==> config.mk <==
export PLATFORM = sky130hd
export DESIGN_NAME = pxie_c2h_read_ctrl
export DESIGN_NICKNAME = d
export VERILOG_FILES = /design/src/rtl/pxie_pkg.sv /design/src/rtl/pxie_sync_fifo.sv /design/src/rtl/pxie_c2h_read_ctrl.sv
export SDC_FILE = /design/constraint.sdc
export NUM_CORES = 1
export LEC_CHECK = 0
export CORE_ASPECT_RATIO = 0.75
export CORE_MARGIN = 2
export CORE_UTILIZATION = 50
export DETAILED_ROUTE_END_ITERATION = 7
export GPL_TIMING_DRIVEN = 0
export PLACE_DENSITY_LB_ADDON = 0.05
export SLEW_MARGIN = 20
export SYNTH_ARGS = -nofsm -noshare
export SYNTH_HDL_FRONTEND = slang
export SYNTH_SLANG_ARGS = --single-unit
==> constraint.sdc <==
create_clock -name I_PXIE_CLK -period 42.9 [get_ports I_PXIE_CLK]
set_input_delay 8.58 -clock I_PXIE_CLK [delete_from_list [all_inputs] [get_ports I_PXIE_CLK]]
set_output_delay 8.58 -clock I_PXIE_CLK [all_outputs]
set_load 0.01 [all_outputs]
==> src/rtl/pxie_pkg.sv <==
// Shared definitions for the PXIE card-to-host readback path:
// FSM state encoding, header constants and the header word builder.
package pxie_pkg;

    localparam logic [15:0] C2H_SYNC = 16'heb9c;
    localparam logic [15:0] C2H_TYPE = 16'h2000;

    localparam logic [2:0] ST_IDLE_ENC  = 3'd0;
    localparam logic [2:0] ST_HDR_ENC   = 3'd1;
    localparam logic [2:0] ST_READ_ENC  = 3'd2;
    localparam logic [2:0] ST_DRAIN_ENC = 3'd3;
    localparam logic [2:0] ST_DONE_ENC  = 3'd4;

    typedef enum logic [2:0] {
        ST_IDLE  = ST_IDLE_ENC,
        ST_HDR   = ST_HDR_ENC,
        ST_READ  = ST_READ_ENC,
        ST_DRAIN = ST_DRAIN_ENC,
        ST_DONE  = ST_DONE_ENC
    } c2h_state_e;

    // Header word placed ahead of RAM data when the header build option is on.
    function automatic logic [127:0] c2h_hdr_word(input logic [15:0] len,
                                                  input logic [15:0] addr);
        return {64'h0, C2H_SYNC, C2H_TYPE, len, addr};
    endfunction

endpackage

==> src/rtl/pxie_sync_fifo.sv <==
// Small synchronous FIFO with first-word-fall-through read data.
// Head data reads as zero while empty so the stream bus is quiet when idle.
module pxie_sync_fifo #(
    parameter int DW       = 128,
    parameter int FIFO_DEP = 8
) (
    input  logic                        clk_i,
    input  logic                        rst_ni,
    input  logic                        push_i,
    input  logic [DW-1:0]               wdata_i,
    input  logic                        pop_i,
    output logic [DW-1:0]               rdata_o,
    output logic [$clog2(FIFO_DEP):0]   count_o,
    output logic                        full_o,
    output logic                        empty_o
);
    localparam int PW = $clog2(FIFO_DEP);

    logic [DW-1:0] mem_q [FIFO_DEP];
    logic [PW-1:0] wr_ptr_q;
    logic [PW-1:0] rd_ptr_q;
    logic [PW:0]   cnt_q;
    logic          wr_en;
    logic          rd_en;

    assign empty_o = (cnt_q == '0);
    assign full_o  = (cnt_q == (PW+1)'(FIFO_DEP));
    assign count_o = cnt_q;
    // A push into a full FIFO is only taken when the head leaves in the same cycle.
    assign wr_en   = push_i && (!full_o || pop_i);
    assign rd_en   = pop_i && !empty_o;
    assign rdata_o = empty_o ? '0 : mem_q[rd_ptr_q];

    // Storage array; data is not reset, only the pointers are.
    always_ff @(posedge clk_i) begin
        if (wr_en) begin
            mem_q[wr_ptr_q] <= wdata_i;
        end
    end

    // Pointer and occupancy tracking; pointers wrap naturally (power-of-2 depth).
    always_ff @(posedge clk_i or negedge rst_ni) begin
        if (!rst_ni) begin
            wr_ptr_q <= '0;
            rd_ptr_q <= '0;
            cnt_q    <= '0;
        end else begin
            if (wr_en) wr_ptr_q <= wr_ptr_q + PW'(1);
            if (rd_en) rd_ptr_q <= rd_ptr_q + PW'(1);
            case ({wr_en, rd_en})
                2'b10:   cnt_q <= cnt_q + (PW+1)'(1);
                2'b01:   cnt_q <= cnt_q - (PW+1)'(1);
                default: cnt_q <= cnt_q;
            endcase
        end
    end

endmodule

==> src/rtl/pxie_c2h_read_ctrl.sv <==
// Card-to-host readback sequencer: reads a block of words from the shared
// RAM through a fixed-latency read port and streams them out through a FIFO.
// Optional build macro: C2H_HEADER_EN (prepend one header word per transfer).
module pxie_c2h_read_ctrl
    import pxie_pkg::*;
#(
    parameter int AW       = 16,
    parameter int DW       = 128,
    parameter int RD_LAT   = 2,
    parameter int FIFO_DEP = 8
) (
    input  logic          I_PXIE_CLK,
    input  logic          I_Rst_n,
    input  logic          I_C2H_En,
    input  logic [AW-1:0] I_C2H_Addr,
    input  logic [15:0]   I_C2H_Len,
    output logic          O_Ram_Rden,
    output logic [AW-1:0] O_Ram_Raddr,
    input  logic [DW-1:0] I_Ram_Rdata,
    output logic [DW-1:0] O_C2H_Data,
    output logic          O_C2H_Vld,
    input  logic          I_C2H_Rdy,
    output logic          O_Busy,
    output logic          O_Done
);
    localparam int CW = $clog2(FIFO_DEP) + 1;

    c2h_state_e        state_q;
    logic [AW-1:0]     addr_q;
    logic [15:0]       rem_q;
    logic              busy_q;
    logic              done_q;
    logic [CW-1:0]     infl_q;
    logic [RD_LAT-1:0] vld_sr_q;

    logic [CW-1:0]     fifo_cnt;
    logic              fifo_full;
    logic              fifo_empty;
    logic [DW-1:0]     fifo_rdata;
    logic [DW-1:0]     fifo_wdata;
    logic              fifo_push;
    logic              fifo_pop;
    logic [CW:0]       credit_used;
    logic              credit_ok;
    logic              rd_issue;
    logic              ram_push;
    logic              hdr_push;
    logic              last_pop;

    // Reads already issued plus words buffered must never exceed the FIFO depth,
    // so every returning word is guaranteed a slot.
    assign credit_used = {1'b0, fifo_cnt} + {1'b0, infl_q};
    assign credit_ok   = !fifo_full && (credit_used < (CW+1)'(FIFO_DEP));
    assign rd_issue    = (state_q == ST_READ) && credit_ok;
    assign ram_push    = vld_sr_q[RD_LAT-1];
    assign fifo_pop    = !fifo_empty && I_C2H_Rdy;
    // True in the cycle the final buffered word leaves with nothing still in flight.
    assign last_pop    = (infl_q == '0) &&
                         (fifo_empty || ((fifo_cnt == CW'(1)) && fifo_pop));

`ifdef C2H_HEADER_EN
    logic [DW-1:0] hdr_word;
    assign hdr_word   = DW'(c2h_hdr_word(rem_q, 16'(addr_q)));
    assign hdr_push   = (state_q == ST_HDR) && credit_ok;
    assign fifo_wdata = hdr_push ? hdr_word : I_Ram_Rdata;
`else
    assign hdr_push   = 1'b0;
    assign fifo_wdata = I_Ram_Rdata;
`endif
    assign fifo_push  = ram_push || hdr_push;

    assign O_Ram_Rden  = rd_issue;
    assign O_Ram_Raddr = addr_q;
    assign O_C2H_Data  = fifo_rdata;
    assign O_C2H_Vld   = !fifo_empty;
    assign O_Busy      = busy_q;
    assign O_Done      = done_q;

    // Return-path valid shift register: marks the cycle read data arrives.
    if (RD_LAT == 1) begin : g_sr1
        always_ff @(posedge I_PXIE_CLK or negedge I_Rst_n) begin
            if (!I_Rst_n) vld_sr_q <= '0;
            else          vld_sr_q <= rd_issue;
        end
    end else begin : g_srn
        always_ff @(posedge I_PXIE_CLK or negedge I_Rst_n) begin
            if (!I_Rst_n) vld_sr_q <= '0;
            else          vld_sr_q <= {vld_sr_q[RD_LAT-2:0], rd_issue};
        end
    end

    // In-flight read count: up on issue, down when the data lands in the FIFO.
    always_ff @(posedge I_PXIE_CLK or negedge I_Rst_n) begin
        if (!I_Rst_n) begin
            infl_q <= '0;
        end else begin
            case ({rd_issue, ram_push})
                2'b10:   infl_q <= infl_q + CW'(1);
                2'b01:   infl_q <= infl_q - CW'(1);
                default: infl_q <= infl_q;
            endcase
        end
    end

    // Transfer sequencer with registered busy/done outputs.
    always_ff @(posedge I_PXIE_CLK or negedge I_Rst_n) begin
        if (!I_Rst_n) begin
            state_q <= ST_IDLE;
            addr_q  <= '0;
            rem_q   <= '0;
            busy_q  <= 1'b0;
            done_q  <= 1'b0;
        end else begin
            case (state_q)
                ST_IDLE: begin
                    done_q <= 1'b0;
                    if (I_C2H_En) begin
                        addr_q <= I_C2H_Addr;
                        rem_q  <= I_C2H_Len;
                        busy_q <= 1'b1;
`ifdef C2H_HEADER_EN
                        state_q <= ST_HDR;
`else
                        state_q <= (I_C2H_Len == 16'd0) ? ST_DONE : ST_READ;
`endif
                    end
                end
`ifdef C2H_HEADER_EN
                ST_HDR: begin
                    if (hdr_push) begin
                        state_q <= (rem_q == 16'd0) ? ST_DRAIN : ST_READ;
                    end
                end
`endif
                ST_READ: begin
                    if (rd_issue) begin
                        addr_q <= addr_q + AW'(1);
                        rem_q  <= rem_q - 16'd1;
                        if (rem_q == 16'd1) state_q <= ST_DRAIN;
                    end
                end
                ST_DRAIN: begin
                    // Raise done right behind the final transfer.
                    if (last_pop) begin
                        busy_q  <= 1'b0;
                        done_q  <= 1'b1;
                        state_q <= ST_DONE;
                    end
                end
                ST_DONE: begin
                    // Arriving from DRAIN the pulse is already up and is closed here;
                    // arriving straight from IDLE (empty transfer) the pulse starts here.
                    busy_q  <= 1'b0;
                    done_q  <= !done_q;
                    state_q <= ST_IDLE;
                end
                default: state_q <= ST_IDLE;
            endcase
        end
    end

    pxie_sync_fifo #(
        .DW       (DW),
        .FIFO_DEP (FIFO_DEP)
    ) u_fifo (
        .clk_i   (I_PXIE_CLK),
        .rst_ni  (I_Rst_n),
        .push_i  (fifo_push),
        .wdata_i (fifo_wdata),
        .pop_i   (fifo_pop),
        .rdata_o (fifo_rdata),
        .count_o (fifo_cnt),
        .full_o  (fifo_full),
        .empty_o (fifo_empty)
    );

endmodule

After elaboration in Yosys (flattened, before gate mapping)
Memory sizes are Yosys's and may differ from the RTL's.
Index checks and enable logic that the tools add are counted.
{"block": "word_totals", "ff_bits": 53, "ramBits": 1024, "in_bits": 164, "out_inout_bits": 148, "elab_cells": 81, "mem_count": 1}
{"block": "op_classes", "addsub": 9, "n_lt_le_gt_ge": 1, "eq_ne": 14, "mux": 22, "n_reduce_logical": 24}
{"memory": "u_fifo.mem_q", "words": 8, "word_bits": 128, "read_ports": 1, "rd_clocked_by_memory_dff": 0, "wr": 1, "line": "pxie_sync_fifo.sv:19", "rtl": "logic [DW-1:0] mem_q [FIFO_DEP];"}
{"op": "128-bit 2-to-1 mux", "count": 1}
{"op": "16-bit 2-to-1 mux", "count": 4}
{"op": "16-bit case mux with 2 select lines", "count": 2}
{"op": "16-bit by 1-bit adder with 16-bit output, second input constant", "count": 1}
{"op": "16-bit by 1-bit == test with 1-bit output, second input constant", "count": 1}
{"op": "16-bit zero test", "count": 1}
{"op": "4-bit case mux with 2 select lines", "count": 2}
{"op": "16-bit by 1-bit subtractor with 16-bit output, second input constant", "count": 1}
{"op": "3-bit 2-to-1 mux", "count": 5}
{"op": "3-bit case mux with 3 select lines", "count": 1}
{"op": "4-bit by 1-bit adder with 4-bit output, second input constant", "count": 2}
{"op": "4-bit zero test", "count": 2}
{"op": "4-bit by 1-bit subtractor with 4-bit output, second input constant", "count": 2}
{"op": "1-bit logical AND", "count": 7}
{"op": "3-bit by 1-bit adder with 3-bit output, second input constant", "count": 2}
{"op": "3-bit by 2-bit == test with 1-bit output, second input constant", "count": 2}
{"op": "2-bit != test, second input constant", "count": 3}
{"op": "1-bit case mux with 3 select lines", "count": 2}
{"op": "3-bit AND reduction", "count": 2}
{"op": "2-bit nonzero test", "count": 3}
{"op": "4-bit by 4-bit adder with 5-bit output", "count": 1}
{"op": "5-bit by 4-bit less-than comparator with 1-bit output, second input constant", "count": 1}
{"op": "1-bit 2-to-1 mux", "count": 5}
{"op": "2-bit by 1-bit == test with 1-bit output, second input constant", "count": 2}
{"op": "other kinds (11)", "count": 15}

Depth between registers and ports, before layout
{"block": "depth", "word_depth": 8, "mapped_depth": 14}

By module
A second synthesis with hierarchy kept.
{"block": "unflattened", "cells_unflattened": 2000, "area_unflattened_um2": 42288.1}
{"mod": "pxie_sync_fifo", "instances": 1, "cells_per_inst": 1681, "area_each_um2": 39580.5}
{"mod": "pxie_c2h_read_ctrl", "instances": 1, "cells_per_inst": 319, "area_each_um2": 2707.6}

Worst setup path after synthesis
No wires, ideal clock.
{"block": "synth_timing", "path_type": "input to register", "from": "in I_C2H_Rdy", "to": "mem u_fifo.mem_q[2][0] (enable)", "setup_ps": 973, "arrival_time_ps": 21944, "t_required_ps": 41927, "slack_ps": 19983, "path_stages": 3, "path_buffers": 0, "path_cell_list": "o21a_1 > inv_1 > nor4b_1"}
{"block": "synth_between", "elab_chain_cells": 5}
{"element": "start, declared", "line": "pxie_c2h_read_ctrl.sv:22", "rtl": "input logic I_C2H_Rdy,"}
{"element": "1-bit logical AND", "line": "pxie_c2h_read_ctrl.sv:56", "rtl": "assign fifo_pop = !fifo_empty && I_C2H_Rdy;"}
{"element": "1-bit logical OR", "line": "pxie_sync_fifo.sv:30", "rtl": "assign wr_en = push_i && (!full_o || pop_i);"}
{"element": "1-bit logical AND", "line": "pxie_sync_fifo.sv:30"}
{"element": "1-bit 2-to-1 mux", "line": "pxie_sync_fifo.sv:36", "rtl": "if (wr_en) begin"}
{"element": "1-bit 2-to-1 mux (implied by the code)", "line": "pxie_sync_fifo.sv:37", "rtl": "mem_q[wr_ptr_q] <= wdata_i;"}
{"element": "end, declared", "line": "pxie_sync_fifo.sv:19"}
No other way between the ends.

==> flow_summary.toml <==
[run_status]
outcome = "completed"

[yosys]
syn_nets = 2179
ys_warn_count = 0
yosysUniqueCellTypes = 57
synthesis.area_sq_um = 41900
synth_top_flop_cell = "edfxtp_1"
async_flop_share = 0.0492
synth_edf_count = 1024
syn_inst = 1999
synth_seq_cells = 1077
yosysSeqAreaShare = 0.766
avgSynthCellArea_sq_um = 21.0

[worst_setup_path]
r2r-start = "u_fifo.count_o[0]"
cp-start-kind = "input pin"
crit_start = "I_C2H_En"
rr_endpoint = "infl_q[3]"
r2r_cells = 14
rrSetupSlack_ns = 38.76
worst-setup-path-type = "in -> out"
worstPathArrival_ns = 11.33
crit_path_end_kind = "output pin"
crit_fanout = 10
crit_required_ns = 34.32

[placed_design]
port_buffers = 311
hpwlAfterDp_um = 66500
gp_congestion = 0.879
placed_cells = 3597

[floorplan]
row_count = 91
die_h_um = 255
die_x_um = 338
coreArea_sq_um = 82500
start_util = 0.507
dieArea_sq_um = 86100
ioPinCount = 312

[pwr]
power_leakage_nw = 17.2
powerDensity_nw_per_um2 = 67.1
ir_worst_vdd_v = 0.0000397

[hold_path]
min-delay-start = "vld_sr_q[0]"
hold_path.class = "reg -> reg"
hold_depth = 0
hold-path-endpoint = "vld_sr_q[1]"

[layout]
fillers = 5852
area_delta_synth_final_pct = 22.2
multi_input_area_sq_um = 9330
layout-drive-gt1-share = 0.233
layout_commonest_cell = "edfxtp_1"
final_cell_mix = "1024 x edfxtp_1, 310 x clkdlybuf4s50_1, 256 x mux4_2"
layout.nets = 2766
regArea_sq_um = 32100
final_cells = 3787

[timing]
fin_tns_setup_ns = 0
slew_violations = 0
hold_viol_final = 0
max_slew.worst_pin.slew_ns = 1.10
final-setup-viol-count = 0
final.period_utilization = 0.464
rsz0062_at_grt = "false"
fin_crit_ns = 19.91
clock.fmax_mhz = 50.2
finalClockSkew_ns = 0.0182
slew_headroom = 0.267

[route]
wl_per_cell_um = 25.5
drt_iter0_drc = 2136
met1Wirelength_um = 41100
drtPass1Iterations = 6
top_layer_used = "met5"
ant_nets = 0
viasPerCell = 5.68
met2_length_um = 47800
num_vias = 21500
drc = 0
dr_wl_met3_um = 5650
wirelength_um = 96700

[clock_tree]
cts_tree = "done"
cts_buffer_depth = 3
cts_sinks = 1077
cts_max_level = 3
root_buffer = "clkbuf_16"
cts_resized = 0
cts-buffers-inserted = 103
cts_setup_buffers = 0
postCtsHoldBufs = 0
path_clk_slew_ns = 0.07
clk_latency_ns = 0.66

[global_routing]
grt_max_degree = 31
grt.overflow.total = 0
antenna_found_initial = 14
track_usage = 0.225
grt_pass1_vias = 22200
grt_first_pass_wirelength_um = 143000

[flow_run]
maxCapViolations = 0
==> critical path, stage by stage <==
cell and delay, ns:
clkdlybuf4s50_1 0.47, nand2_1 0.16, a21oi_1 0.48, clkbuf_1 0.60, nand2_1 0.29, inv_1 0.19, clkdlybuf4s50_1 0.56
==> worst max-delay path by stage <==
stage	end	slack, ns	cells after the start
after floorplan	u_fifo.mem_q[2][0]	19.98	3
after global placement	u_fifo.mem_q[2][84]	4.65	4
after detailed placement	O_Ram_Rden	23.04	7
after CTS	O_Ram_Rden	23.00	7
after global routing	O_Ram_Rden	22.85	7
final	O_Ram_Rden	22.99	7
==> Yosys cell counts (8+ instances only) <==
library cell,n,area (sq um)
buf_1,17,63.8
nor3_1,10,50.1
mux4_2,256,5770
inv_1,18,67.6
o22ai_1,9,56.3
dfrtp_1,53,1330
a21oi_1,46,230
clkbuf_1,67,251
nor2_1,150,563
nand2_1,37,139
ha_1,15,188
buf_2,25,125
nand3_1,17,85.1
edfxtp_1,1024,30700
nor4_1,8,50.1
o21ai_0,24,120
mux2i_1,133,1330
==> power breakdown <==
part           internal, mW  switching [mW]  leakage [nW]  total (mW)
clock network         0.512           0.372          1.60       0.884
registers              1.25          0.0417          9.85        1.29
logic                 0.603           0.654          5.76        1.26
total                  2.37            1.07          17.2        3.44
==> per-stage QoR <==
step | util | cell area, sq um | hold WS [ns] | total power [mW] | worst slack, ns
after floorplan | - | 41900 | 0.331 | 2.04 | 19.98
after global placement | 0.562 | 46400 | 0.341 | 2.60 | 4.65
after detailed placement | 0.580 | 47900 | 0.347 | 2.59 | 23.04
after CTS | 0.620 | 51200 | 0.362 | 3.48 | 23.00
after global routing | 0.620 | 51200 | 0.359 | 3.60 | 22.85
final | 0.620 | 51200 | 0.363 | 3.44 | 22.99
==> per-layer routing <==
layer | up-vias | track usage
met5 | - | 0
met1 | 11300 | 0.315
met2 | 611 | 0.371
li1 | 9436 | -
met3 | 143 | 0.0402
met4 | 18 | 0.0573
==> layout make-up <==
class / instances / share of cell area
Tap cell: 1116 / 0.0273
Inverter: 19 / 0.00139
Multi-Input combinational cell: 793 / 0.182
Clock buffer: 124 / 0.0535
Buffer: 110 / 0.00895
Sequential cell: 1077 / 0.627
Clock inverter: 59 / 0.0105
Timing Repair Buffer: 482 / 0.0887
Antenna cell: 7 / 0.000342
==> kinds of logic after synthesis <==
kind of cell,Yosys count,synth area share
AO/OA/AOI/OAI,117,0.0170
buffers and inverters,129,0.0125
adder cells (fa/ha/maj),16,0.00496
multiplexers,390,0.170
flip-flops,1077,0.766
XOR/XNOR,12,0.00251
AND/OR/NAND/NOR,258,0.0276
==> sequential cells by signal, summed over array words and instances (netlist names) <==
name             count
u_fifo.count_o       4
u_fifo.wr_ptr_q      3
state_q              3
O_Done               1
infl_q               4
u_fifo.rd_ptr_q      3
O_Ram_Raddr         16
u_fifo.mem_q      1024
vld_sr_q             2
O_Busy               1
rem_q               16
No activity file was read; power rests on OpenSTA's default activity.
